**src/rtl/nv_afifo_pkg.sv**
```systemverilog
// nv_afifo_pkg: pointer width derivation and Gray/binary helpers shared by both FIFO controllers
package nv_afifo_pkg;
    localparam int PTR_MAX = 32;

    function automatic int aw_of(input int depth);
        return $clog2(depth);
    endfunction

    function automatic logic [PTR_MAX-1:0] bin2gray(input logic [PTR_MAX-1:0] b);
        return b ^ (b >> 1);
    endfunction

    function automatic logic [PTR_MAX-1:0] gray2bin(input logic [PTR_MAX-1:0] g);
        logic [PTR_MAX-1:0] b;
        b = g;
        for (int i = PTR_MAX - 2; i >= 0; i--) b[i] = b[i+1] ^ g[i];
        return b;
    endfunction
endpackage

```
**src/rtl/nv_afifo_rd_ctrl_if.sv**
```systemverilog
// nv_afifo_rd_ctrl_if: read-side FIFO signals (pointer exchange, RAM read port, payload handshake)
interface nv_afifo_rd_ctrl_if #(parameter int DEPTH = 16, parameter int DW = 32);
    import nv_afifo_pkg::*;
    localparam int AW = aw_of(DEPTH);
    logic [AW:0]    wr_ptr_gray;
    logic [AW:0]    rd_ptr_gray;
    logic           ram_re;
    logic [AW-1:0]  ram_ra;
    logic [DW-1:0]  ram_dout;
    logic           ram_clk_en;
    logic           dft_enable_r;
    logic           rd_pvld;
    logic           rd_prdy;
    logic [DW-1:0]  rd_pd;
    logic [AW:0]    rd_count;

    modport master (
        input  wr_ptr_gray, ram_dout, dft_enable_r, rd_prdy,
        output rd_ptr_gray, ram_re, ram_ra, ram_clk_en, rd_pvld, rd_pd, rd_count
    );

    modport slave (
        output wr_ptr_gray, ram_dout, dft_enable_r, rd_prdy,
        input  rd_ptr_gray, ram_re, ram_ra, ram_clk_en, rd_pvld, rd_pd, rd_count
    );
endinterface

```
**src/rtl/nv_afifo_sync2.sv**
```systemverilog
// nv_afifo_sync2: two-flop synchroniser bringing a Gray pointer into the local clock domain
module nv_afifo_sync2 #(parameter int WIDTH = 1) (
    input  logic             clk,
    input  logic             rst,
    input  logic [WIDTH-1:0] d,
    output logic [WIDTH-1:0] q
);
    logic [WIDTH-1:0] m;

    // first stage may go metastable; second stage feeds the consuming logic
    always_ff @(posedge clk) begin
        if (rst) begin
            m <= '0;
            q <= '0;
        end else begin
            m <= d;
            q <= m;
        end
    end
endmodule

```
**src/rtl/nv_afifo_rd_ctrl.sv**
```systemverilog
// nv_afifo_rd_ctrl: async FIFO read controller with a two-entry registered output buffer
module nv_afifo_rd_ctrl
    import nv_afifo_pkg::*;
#(
    parameter int DEPTH = 16,
    parameter int DW    = 32
) (
    input  logic               rd_clk,
    input  logic               rd_reset,
    nv_afifo_rd_ctrl_if.master io
);
    localparam int AW = aw_of(DEPTH);
    localparam int PW = AW + 1;

    logic [PW-1:0] wr_gray_s, wr_bin_s, rd_bin, rd_gray;
    logic [DW-1:0] b0, b1, s0;
    logic [1:0]    buf_cnt, c_pop, buf_nx;
    logic          inflight, pop, empty, re, pvld;

    nv_afifo_sync2 #(.WIDTH(PW)) u_sync (
        .clk(rd_clk),
        .rst(rd_reset),
        .d(io.wr_ptr_gray),
        .q(wr_gray_s)
    );

    assign wr_bin_s = PW'(gray2bin(PTR_MAX'(wr_gray_s)));
    assign empty    = wr_bin_s == rd_bin;
    assign pop      = pvld & io.rd_prdy;
    assign c_pop    = buf_cnt - {1'b0, pop};
    assign buf_nx   = c_pop + {1'b0, inflight};
    assign re       = !empty && buf_nx < 2'd2;
    assign s0       = pop ? b1 : b0;

    assign io.ram_re      = re;
    assign io.ram_ra      = rd_bin[AW-1:0];
    assign io.ram_clk_en  = io.dft_enable_r & re;
    assign io.rd_ptr_gray = rd_gray;
    assign io.rd_pvld     = pvld;
    assign io.rd_pd       = b0;
    assign io.rd_count    = wr_bin_s - rd_bin;

    // read pointer advances per fetch; its Gray copy is registered for the write side
    always_ff @(posedge rd_clk) begin
        if (rd_reset) begin
            rd_bin   <= '0;
            rd_gray  <= '0;
            inflight <= 1'b0;
        end else begin
            rd_bin   <= rd_bin + PW'(re);
            rd_gray  <= PW'(bin2gray(PTR_MAX'(rd_bin)));
            inflight <= re;
        end
    end

    // pop shifts skid into head; returning RAM word lands in the first free slot after the pop
    always_ff @(posedge rd_clk) begin
        if (rd_reset) begin
            b0      <= '0;
            b1      <= '0;
            buf_cnt <= 2'd0;
            pvld    <= 1'b0;
        end else begin
            b0      <= (inflight && c_pop == 2'd0) ? io.ram_dout : s0;
            b1      <= (inflight && c_pop == 2'd1) ? io.ram_dout : b1;
            buf_cnt <= buf_nx;
            pvld    <= buf_nx != 2'd0;
        end
    end

    // fetch throttling must never deliver a word into an already full buffer
    assert property (@(posedge rd_clk) disable iff (rd_reset) !(inflight && c_pop == 2'd2));
endmodule

```
**src/flat_wrapper.sv**
```systemverilog
// flat-port wrapper written by rule: the top's interface ports become plain ports
module nv_afifo_rd_ctrl_flat import nv_afifo_pkg::*;
#(
    parameter int DEPTH = 16,
    parameter int DW    = 32
)
  (rd_clk, rd_reset, io_wr_ptr_gray, io_ram_dout, io_dft_enable_r, io_rd_prdy, io_rd_ptr_gray, io_ram_re, io_ram_ra, io_ram_clk_en, io_rd_pvld, io_rd_pd, io_rd_count);
  nv_afifo_rd_ctrl_if #(.DEPTH(DEPTH), .DW(DW)) io_i ();
  input  logic rd_clk;
  input  logic rd_reset;
  input wire logic [$bits(io_i.wr_ptr_gray)-1:0] io_wr_ptr_gray;
  input wire logic [$bits(io_i.ram_dout)-1:0] io_ram_dout;
  input wire logic [$bits(io_i.dft_enable_r)-1:0] io_dft_enable_r;
  input wire logic [$bits(io_i.rd_prdy)-1:0] io_rd_prdy;
  output wire logic [$bits(io_i.rd_ptr_gray)-1:0] io_rd_ptr_gray;
  output wire logic [$bits(io_i.ram_re)-1:0] io_ram_re;
  output wire logic [$bits(io_i.ram_ra)-1:0] io_ram_ra;
  output wire logic [$bits(io_i.ram_clk_en)-1:0] io_ram_clk_en;
  output wire logic [$bits(io_i.rd_pvld)-1:0] io_rd_pvld;
  output wire logic [$bits(io_i.rd_pd)-1:0] io_rd_pd;
  output wire logic [$bits(io_i.rd_count)-1:0] io_rd_count;
  assign io_i.wr_ptr_gray = io_wr_ptr_gray;
  assign io_i.ram_dout = io_ram_dout;
  assign io_i.dft_enable_r = io_dft_enable_r;
  assign io_i.rd_prdy = io_rd_prdy;
  assign io_rd_ptr_gray = io_i.rd_ptr_gray;
  assign io_ram_re = io_i.ram_re;
  assign io_ram_ra = io_i.ram_ra;
  assign io_ram_clk_en = io_i.ram_clk_en;
  assign io_rd_pvld = io_i.rd_pvld;
  assign io_rd_pd = io_i.rd_pd;
  assign io_rd_count = io_i.rd_count;
  nv_afifo_rd_ctrl #(.DEPTH(DEPTH), .DW(DW)) u_core (.rd_clk(rd_clk), .rd_reset(rd_reset), .io(io_i));
endmodule
```
**config.mk**
```make
export PLATFORM = sky130hd
export DESIGN_NAME = nv_afifo_rd_ctrl_flat
export DESIGN_NICKNAME = d
export VERILOG_FILES = /design/src/rtl/nv_afifo_pkg.sv /design/src/rtl/nv_afifo_rd_ctrl_if.sv /design/src/rtl/nv_afifo_sync2.sv /design/src/rtl/nv_afifo_rd_ctrl.sv /design/src/flat_wrapper.sv
export SDC_FILE = /design/constraint.sdc
export NUM_CORES = 1
export LEC_CHECK = 0
export CAP_MARGIN = 20
export CORE_AREA = 5 5 139 115
export CTS_CLUSTER_SIZE = 28
export DETAILED_ROUTE_END_ITERATION = 6
export DIE_AREA = 0 0 144 120
export DONT_BUFFER_PORTS = 1
export MAX_ROUTING_LAYER = met4
export SETUP_SLACK_MARGIN = 0.4
export SLEW_MARGIN = 15
export SYNTH_ARGS = -nofsm -noshare
export SYNTH_HDL_FRONTEND = slang
export SYNTH_SLANG_ARGS = --single-unit
```
**constraint.sdc**
```tcl
create_clock -name rd_clk -period 7.4 [get_ports rd_clk]
set_input_delay 1.48 -clock rd_clk [delete_from_list [all_inputs] [get_ports rd_clk]]
set_output_delay 1.48 -clock rd_clk [all_outputs]
set_load 0.03 [all_outputs]
```
Yosys cells after proc, flatten, opt, wreduce, memory -nomap -nowiden
Index checks and enable logic that the tools add are counted.
{"block": "classes", "n_addsub": 4, "n_eq_ne": 2, "n_lt_le_gt_ge": 1, "mux": 2, "reduce_logical": 7, "n_bitwise": 7}
{"op": "$mux 32", "count": 2}
{"op": "$add 5x1->5", "count": 1}
{"op": "$eq 5x5->1", "count": 1}
{"op": "$sub 5x5->5", "count": 1}
{"op": "$xor 5x4->5", "count": 1}
{"op": "$reduce_bool 2->1", "count": 2}
{"op": "$xor 1x1->1", "count": 4}
{"op": "$logic_and 1x1->1", "count": 3}
{"op": "$add 2x1->2", "count": 1}
{"op": "$and 1x1->1", "count": 2}
{"op": "$eq 2x1->1 const B", "count": 1}
{"op": "$logic_not 2->1", "count": 1}
{"op": "$lt 2x2->1 const B", "count": 1}
{"op": "$sub 2x1->2", "count": 1}
{"op": "$logic_not 1->1", "count": 1}
{"block": "word_totals", "register_bits": 88, "wordCells": 32, "out_inout_bits": 49, "input_bits": 41}

Logic depth before layout (Yosys ltp)
Gate-level depths: netlist (run 1).
{"block": "depth", "word_depth": 8, "mapped_depth": 13, "depth_no_buf": 12}

Cells and area by module
From an unflattened synthesis (run 1), not the netlist that was laid out.
{"block": "unflattened", "cells_unflattened": 379, "hier_area_um2": 3524.6}
{"module": "nv_afifo_rd_ctrl", "n_inst": 1, "cells_each": 359, "seq_area_each_um2": 1561.5, "area_per_inst_um2": 3261.9}
{"module": "nv_afifo_sync2", "n_inst": 1, "cells_each": 20, "seq_area_each_um2": 200.2, "area_per_inst_um2": 262.8}

Worst setup path before layout (run 1)
OpenSTA, ideal clock, no wires.
{"block": "synth_path", "path_kind": "input port to output port", "start": "input io_rd_prdy", "end": "output io_ram_clk_en", "n_path_buf": 1, "path_stages": 9, "t_arrival_ns": 3.330, "t_required_ns": 5.920, "setup_slack_ns": 2.590, "cell_sequence": "nand2_1 -> inv_1 -> buf_2 -> ha_1 -> inv_1 -> ha_1 -> xor2_1 -> o21a_1 -> and2_1"}
{"block": "synth_between", "elab_chain_cells": 6}
{"item": "start, declared", "line_no": "flat_wrapper.sv:14", "rtl": "input wire logic [$bits(io_i.rd_prdy)-1:0] io_rd_prdy;"}
{"item": "$and 1x1->1", "line_no": "nv_afifo_rd_ctrl.sv:29", "rtl": "assign pop = pvld & io.rd_prdy;"}
{"item": "$sub 2x1->2", "line_no": "nv_afifo_rd_ctrl.sv:30", "rtl": "assign c_pop = buf_cnt - {1'b0, pop};"}
{"item": "$add 2x1->2", "line_no": "nv_afifo_rd_ctrl.sv:31", "rtl": "assign buf_nx = c_pop + {1'b0, inflight};"}
{"item": "$lt 2x2->1", "line_no": "nv_afifo_rd_ctrl.sv:32", "rtl": "assign re = !empty && buf_nx < 2'd2;"}
{"item": "$logic_and 1x1->1", "line_no": "nv_afifo_rd_ctrl.sv:32"}
{"item": "named net io_ram_re", "line_no": "flat_wrapper.sv:16", "rtl": "output wire logic [$bits(io_i.ram_re)-1:0] io_ram_re;"}
{"item": "$and 1x1->1", "line_no": "nv_afifo_rd_ctrl.sv:37", "rtl": "assign io.ram_clk_en = io.dft_enable_r & re;"}
{"item": "end, declared", "line_no": "flat_wrapper.sv:18", "rtl": "output wire logic [$bits(io_i.ram_clk_en)-1:0] io_ram_clk_en;"}
The timed path passes the listed nets, and every way through them passes these cells.

Final worst setup path (run 1)
Same ends and word-level chain as after synthesis.

==> results of run 1 <==
## area by class of cell
cell class / count / area [µm²] / area share (%)
timing repair buffer: 4 / 30.0 / 0.762
tap: 189 / 236 / 6.00
sequential: 88 / 1760 / 44.7
multi-input combinational: 255 / 1600 / 40.6
inverter: 8 / 30.0 / 0.762
clock buffer: 10 / 239 / 6.06
clock inverter: 6 / 43.8 / 1.11
## worst min path at each step
stage                                    end  cells after the start          startpoint  slack, ns
after global routing      u_core.u_sync.q[1]                      1  u_core.u_sync.m[1]       0.46
final                     u_core.u_sync.q[4]                      1  u_core.u_sync.m[4]       0.44
after CTS                 u_core.u_sync.q[4]                      1  u_core.u_sync.m[4]       0.44
after detailed placement  u_core.u_sync.q[4]                      1  u_core.u_sync.m[4]       0.43
after floorplan           u_core.u_sync.q[0]                      1  u_core.u_sync.m[0]       0.41
after global placement    u_core.u_sync.q[0]                      1  u_core.u_sync.m[0]       0.42
## sequential cells by signal, summed over array words and instances (netlist names)
name                   flops
u_core.io.rd_pvld          1
u_core.u_sync.m            5
u_core.buf_cnt             2
u_core.rd_bin              5
u_core.u_sync.q            5
u_core.b1                 32
u_core.io.rd_ptr_gray      5
u_core.io.rd_pd           32
u_core.inflight            1
## layer usage
metal,up-vias,routed length [µm],track usage (%)
met2,68,3840,15.4
met3,11,648,4.54
met4,0,159,4.71
met1,1183,3470,10.9
li1,1236,-,-
met5,-,0,-
## cell families after synthesis
logic type                 share of synthesized area, %
and+or+nand+nor                                    15.3
DFF                                                49.9
AOI/OAI and AO/OA                                  12.3
buffers and inverters                              4.82
muxes                                              9.07
xor gates and xnor gates                           4.57
adders and majority gates                          4.11
## where the power goes
part,leakage (nW),internal [mW],switching (mW)
Combinational,0.615,0.169,0.289
Clock,0.127,0.237,0.194
Sequential,0.719,0.595,0.245
## metrics by stage
step	cells	utilization (%)	worst slack, ns
finish	560	27.1	2.11
detailed placement	544	25.1	2.05
global placement	544	25.1	2.14
global route	560	27.1	1.92
floorplan	381	-	2.59
CTS	560	27.1	2.04
## synthesized netlist by cell type (all sizes together) (2+ instances only)
library cell	n	share of area (%)
ha	10	3.5
dfxtp	88	50
inv	8	0.85
nand3	2	0.42
nand2	67	7.1
a21o	2	0.42
buf	16	2.5
xor2	8	2.6
a21oi	34	4.8
mux2i	32	9.1
nor2b	17	3.0
a211oi	32	6.8
clkbuf	14	1.5
xnor2	7	1.9
nor2	38	4.0
==> results, run 1 <==
- The sum of net half-perimeters after detailed placement is 5330 µm.
- 0 antenna diodes ended up in the layout.
- The maximum fanout along the worst path is 13.
- The horizontal die dimension is 144 µm.
- The fraction of layout cells with a size suffix above 1 is 7.01%.
- The setup check on the worst reg-to-reg path leaves a slack of 4.16 ns.
- The async set or reset register ratio after synthesis is 0%.
- The startpoint of the worst register-to-register path is u_core.io.rd_pvld.
- Post-CTS timing repair inserted 0 buffers for setup.
- Setup violations remaining at the end of the flow were counted as 0.
- The number of different library cells used by synthesis comes to 26.
- The clock latency of the later-clocked register in the worst-skew pair is 0.34 ns.
- Traced cell by cell, the critical path runs through nand2_1 -> inv_1 -> ha_1 -> inv_1 -> ha_1 -> xor2_1 -> o21a_1 -> and2_1.
- Dividing total power by cell area gives a power density of 439 nW/µm².
- After clock tree synthesis, the flow added hold-fix buffers numbering 0.
- For the worst setup path, the data required time is 5.92 ns.
- The post-synthesis sequential area ratio is 49.9%.
- After routing the design area is 3940 µm².
- The number of nets in the finished design is 418.
- In this run, the number of DRC markers left after iteration 0 of detailed routing was 90.
- The final layout contains routed wiring with a total length of 8120 µm.
- The first-pass GRT wire length is 12800 µm.
- During synthesis, Yosys emitted a total of 0 warnings.
- The tool flagged a number of max-cap violations equal to 0.
- In this run the number of H-tree levels came out at 3.
- Derived from the worst setup path, the maximum achievable clock frequency is 0.189 GHz.
- The number of failing hold endpoints at the final stage is 0.
- Final hold analysis gives a worst-case slack of 0.441 ns.
- The worst reg-to-reg path cell count is 12.
- Synthesis inferred 88 register bits.
- The flow ran to the end, and the final reports show no timing, DRC or antenna violations.
- The total global routing overflow is 0.
- The cell family contributing the most delay on the critical path is simple AND/OR/NAND/NOR gates.
- Data arrives at the worst endpoint at 3.81 ns.
- The initial antenna violation count is 0.
- The detailed-route vias per instance is 4.46.
- The timing startpoint of the critical path is io_rd_prdy.
- The minimum clock period after layout is 5.29 ns.
- Summed over all cells, the static leakage comes to 1.46 nW.
- The TritonCTS clock tree is built.
- The filler cells instantiated in the layout total 1519.
- The placeable core region is 14600 µm².
- For the final database, setup skew stands at 0.00609 ns.
- The number of nets in the synthesized netlist is 433.
- The classification of the worst setup path is in2out.
- In this run, synthesis inferred 0 flip-flops with an integrated enable.
- The number of buffer cells added on primary ports is 0.
- The capture point of the worst reg-to-reg path is u_core.rd_bin[4].
- The maximum clock path buffer count is 2.
- Setup repair after global routing left no endpoint under its margin.
- The area of placed instances is 3660 µm².
- The detail-routed net length per standard cell is 14.5 µm.
- The number of detailed-route iterations in the first pass is 4.
- In this run the mean area of a mapped cell was 9.27 µm².
- The number of pins exceeding their max-slew limit in the final report came to 0.
- The DRC violations left is 0.
- The number of buffers and inverters on the critical path is 2.
- The root buffer cell is clkbuf_16.
- Among all stages on the critical path, the largest delay is contributed by nand2_1.
- Row generation in the floorplan step produced 40 rows.
- The number of cells upsized or downsized after cts is 0.
- The congestion estimate from routability-driven global placement came to 0.737.
- The I/O pin count is 90.
- The area enclosed by the die boundary is 17300 µm².
- The worst-case vdd ir drop is 0.160 mV.
- The library cell used most frequently in the layout, excluding fill and tap cells, is dfxtp_1.
- After technology mapping, the gate count stands at 381.
- For this configuration, the core starts out at a cell density of 24.3%.
- After synthesis the cells add up to 3530 µm².
- In this run the vertical extent of the chip is 120 µm.
- In the synthesized netlist the dominant register cell turns out to be dfxtp_1.
- Clock-pin slew was measured on the worst setup and hold paths at 0.07 ns.
- The most critical setup path has its endpoint at io_ram_clk_en.
- The category of the worst setup path launch point is a primary input.
- The number of global-route vias before repair was 2409.
- Relative to the synthesized area, the layout overhead comes to 11.6%.
- The tightest min-delay check is of the reg2reg type.
- At the pin with the least slew margin, the transition time is 0.816 ns.
- The count of nets left with antenna violations after detail routing is 0.
- After layout, the design draws a total of 1.73 mW.
- In the layout the commonest cells are 88 x dfxtp_1, 67 x nand2_1, 38 x nor2_1.
- After layout, the worst path uses 71.5% of the clock period.
- Headroom to the max-slew limit came out at 45.5%.
- STA classifies the critical path endpoint as an output pin.
- The overall global routing resource usage is 9.95%.
- Entering global routing, the biggest net connects 88 pins.
- The count of cell instances traversed by the critical path is 8.
- The sum of negative setup slack is 0 ns.
- The number of clock buffers inserted by TritonCTS is 9.
- The number of sinks driven by the clock tree is 88.
- The detailed router placed 2498 vias in this run.
- The longest individual stage delay on the worst path is 0.57 ns.
(Power assumes the default switching activity.)
==> run 2, diff against run 1 <==
==> constraint.sdc (replaced) <==
create_clock -name rd_clk -period 4.57 [get_ports rd_clk]
set_input_delay 0.914 -clock rd_clk [delete_from_list [all_inputs] [get_ports rd_clk]]
set_output_delay 0.914 -clock rd_clk [all_outputs]
set_load 0.03 [all_outputs]
==> results, run 2 (synthesis results as in run 1) <==
- The flow ran to the end, and the final reports show no timing, DRC or antenna violations.
- The highest achievable clock rate is 0.257 GHz.
- Setup repair after global routing left no endpoint under its margin.
- The number of failing hold endpoints at the final stage was 0 (unchanged).
- The TritonCTS clock tree is built.
- The detail-routed net length per standard cell is 14.4 µm (-0.79%).
- The vias after detailed routing is 2522 (+0.96%).
- The root buffer cell is clkbuf_16.
- The data arrival time of the critical path is 2.98 ns (-0.83 ns).
- The number of sinks driven by the clock tree was 88 (unchanged).
- The final non-filler cell area was 4000 µm² (+1.4%).
- The max-capacitance violation count is 0 (unchanged).
- The switching power total was 1.16 mW (+59%).
- The effective utilization at floorplan came to 24.3% (unchanged).
- The fraction of layout cells with a size suffix above 1 is 7.75% (+0.75 points).
- The number of global-route vias before repair came to 2489 (+3.3%).
- The top cell types in the final layout, fill and taps aside, are 88 x dfxtp_1, 67 x nand2_1, 38 x nor2_1.
- The depth of the worst hold-timing path is 1 (unchanged).
- The clock transition at the registers of the reported paths is 0.06 ns (about the same).
- Relative to the synthesized area, the layout overhead comes to 13.1%.
- The number of clock buffers inserted by TritonCTS is 9 (unchanged).
- The count of standard-cell rows is 40 (unchanged).
- The worst hold path belongs to the class reg2reg.
- The DRC violations left was 0 (unchanged).
- The count of nets left with antenna violations after detail routing is 0 (unchanged).
- The placeable core region is 14600 µm² (unchanged).
- STA classifies the critical path startpoint as a register.
- The worst slew margin relative to its limit is 45.0% (-0.49 points).
- The part of the total power dissipated in sequential elements is 47.4% (-1.2 points).
- The count of inserted antenna diode cells is 0 (unchanged).
- The most common cell after layout, fill and taps aside is dfxtp_1.
- The number of hold buffers added after CTS came to 0 (unchanged).
- The startpoint identified for the worst register-to-register timing path is u_core.u_sync.q[4].
- The internal power contribution came to 1.70 mW (+70%).
- The worst setup skew after layout is 0.00481 ns (-0.00128 ns).
- The classification of the worst setup path is reg2out.
- The maximum clock path buffer count is 2 (unchanged).
- The combinational share of power is 26.2% (-0.3 points).
- The portion of total power attributed to the clock network is 26.3% (+1.4 points).
- The overall global routing resource usage is 10.2% (+0.29 points).
- The leakage dissipation was 1.50 nW (+2.5%).
- The required time at the endpoint of the critical path is 3.66 ns (-2.26 ns).
- The maximum number of pins on one net before global-route repair is 88 (unchanged).
- The filler cell count in the final layout is 1555 (+2.4%).
- The area of placed instances is 3670 µm² (+0.41%).
- The transition at the pin with the smallest max-transition slack is 0.824 ns (+0.00837 ns).
- The number of DRC markers after the initial detailed-route iteration is 74 (-18%).
- The total power density per cell area was 716 nW/µm² (+63%).
- The sum of net half-perimeters after detailed placement is 5420 µm (+1.9%).
- The number of nets in the finished design was 421 (+0.72%).
- The proportion of total power due to net switching was 40.5% (-1.6 points).
- The clock latency of the later-clocked register in the worst-skew pair is 0.34 ns (about the same).
- The die boundary height is 120 µm (unchanged).
- The detailed-route vias per instance is 4.48 (+0.42%).
- The first-pass GRT wire length was 13200 µm (+2.6%).
- The count of endpoints failing setup in the final report is 0 (unchanged).
- The worst reg-to-reg path cell count is 12 (unchanged).
- In this run the worst setup path begins at u_core.u_sync.q[4].
- The H-tree depth reported by CTS was 3 (unchanged).
- The last weighted congestion value of the routability-driven placer is 0.736 (-0.23%).
- Counting I/O delays and the setup requirement, the final critical path takes 3.90 ns.
- The I/O pin count came to 90 (unchanged).
- The horizontal die dimension is 144 µm (unchanged).
- The wire length reported by the detailed router is 8090 µm (-0.26%).
- The worst reg-to-reg setup slack is 1.86 ns (-2.30 ns).
- The number of pins exceeding their max-slew limit in the final report is 0 (unchanged).
- The category of the worst setup path capture point is an output pin.
- The number of buffer cells added on primary ports is 0 (unchanged).
- The initial antenna violation count is 0 (unchanged).
- The beginning of the worst hold path is u_core.u_sync.m[4].
- The worst-case vdd ir drop is 0.300 mV (+87%).
- The area enclosed by the die boundary is 17300 µm² (unchanged).
- The total global routing overflow is 0 (unchanged).
- The number of detailed-route iterations in the first pass is 4 (unchanged).
- The sum of negative setup slack is 0 ns (unchanged).
- The maximum fanout along the worst path was 2 (-11).
- The final critical-path share of the clock period is 85.3%.
run 2: changes by cell type in the layout (fill, tap and decap cells not counted), sizes merged:
cell      before  now
buf            4    7
bufinv         0    1
clkbuf        10   12
clkinvlp       4    1
run 2: critical path, stage by stage, from the launching register on:
cell,delay [ns]
dfxtp_1,0.39
xor2_2,0.21
xor2_2,0.24
xor2_2,0.19
xnor2_1,0.16
ha_1,0.17
inv_1,0.07
fa_1,0.44
a21o_1,0.18
a21oi_1,0.23
xor2_2,0.37
run 2: timing repair:
action / 4_1_cts / 5_1_grt
buffers inserted: 0 / 1
resized for setup: 0 / 1
endpoints found under the setup margin: 0 / 1
run 2: worst paths after layout:
kind	to
hold reg to reg	u_core.u_sync.q[4]
setup reg to reg	u_core.rd_bin[4]
setup / recovery	io_rd_count[4]
hold / removal	u_core.u_sync.q[4]
run 2: routing by layer:
| layer | part of all wire [%] | global-route usage (%) | vias to the layer above |
|---|---|---|---|
| met5 | 0 | - | - |
| met4 | 2.9 | 6.00 | 0 |
| met3 | 8.0 | 3.98 | 19 |
| met2 | 47 | 15.5 | 71 |
| met1 | 42 | 11.4 | 1188 |
| li1 | - | - | 1244 |
run 2: power groups by stage:
stage	logic (mW)	clock network [mW]	registers, mW
after floorplan	0.657	0	1.32
after detailed placement	0.760	0	1.38
after CTS	0.765	0.793	1.37
after global placement	0.735	0	1.38
final	0.751	0.754	1.36
after global routing	0.853	0.818	1.39
run 2: per-stage QoR:
step / cells / setup WS [ns] / power (mW) / hold WS (ns) / util [%]
5_1_grt: 563 / 0.461 / 3.06 / 0.456 / 27.4
2_1_floorplan: 381 / 0.892 / 1.98 / 0.414 / -
3_5_place_dp: 546 / 0.817 / 2.14 / 0.424 / 25.2
3_3_place_gp: 546 / 1.00 / 2.11 / 0.421 / 25.2
6_report: 563 / 0.672 / 2.86 / 0.437 / 27.4
4_1_cts: 562 / 0.425 / 2.92 / 0.439 / 27.3
run 2: cell type report:
cell class	count	area [µm²]	area share, %
clock buffer	12	256	6.42
clock inverter	4	51.3	1.28
inverter	8	30.0	0.751
multi-input combinational	255	1610	40.2
sequential	88	1760	44.1
tap	189	236	5.92
timing repair buffer	7	52.6	1.31
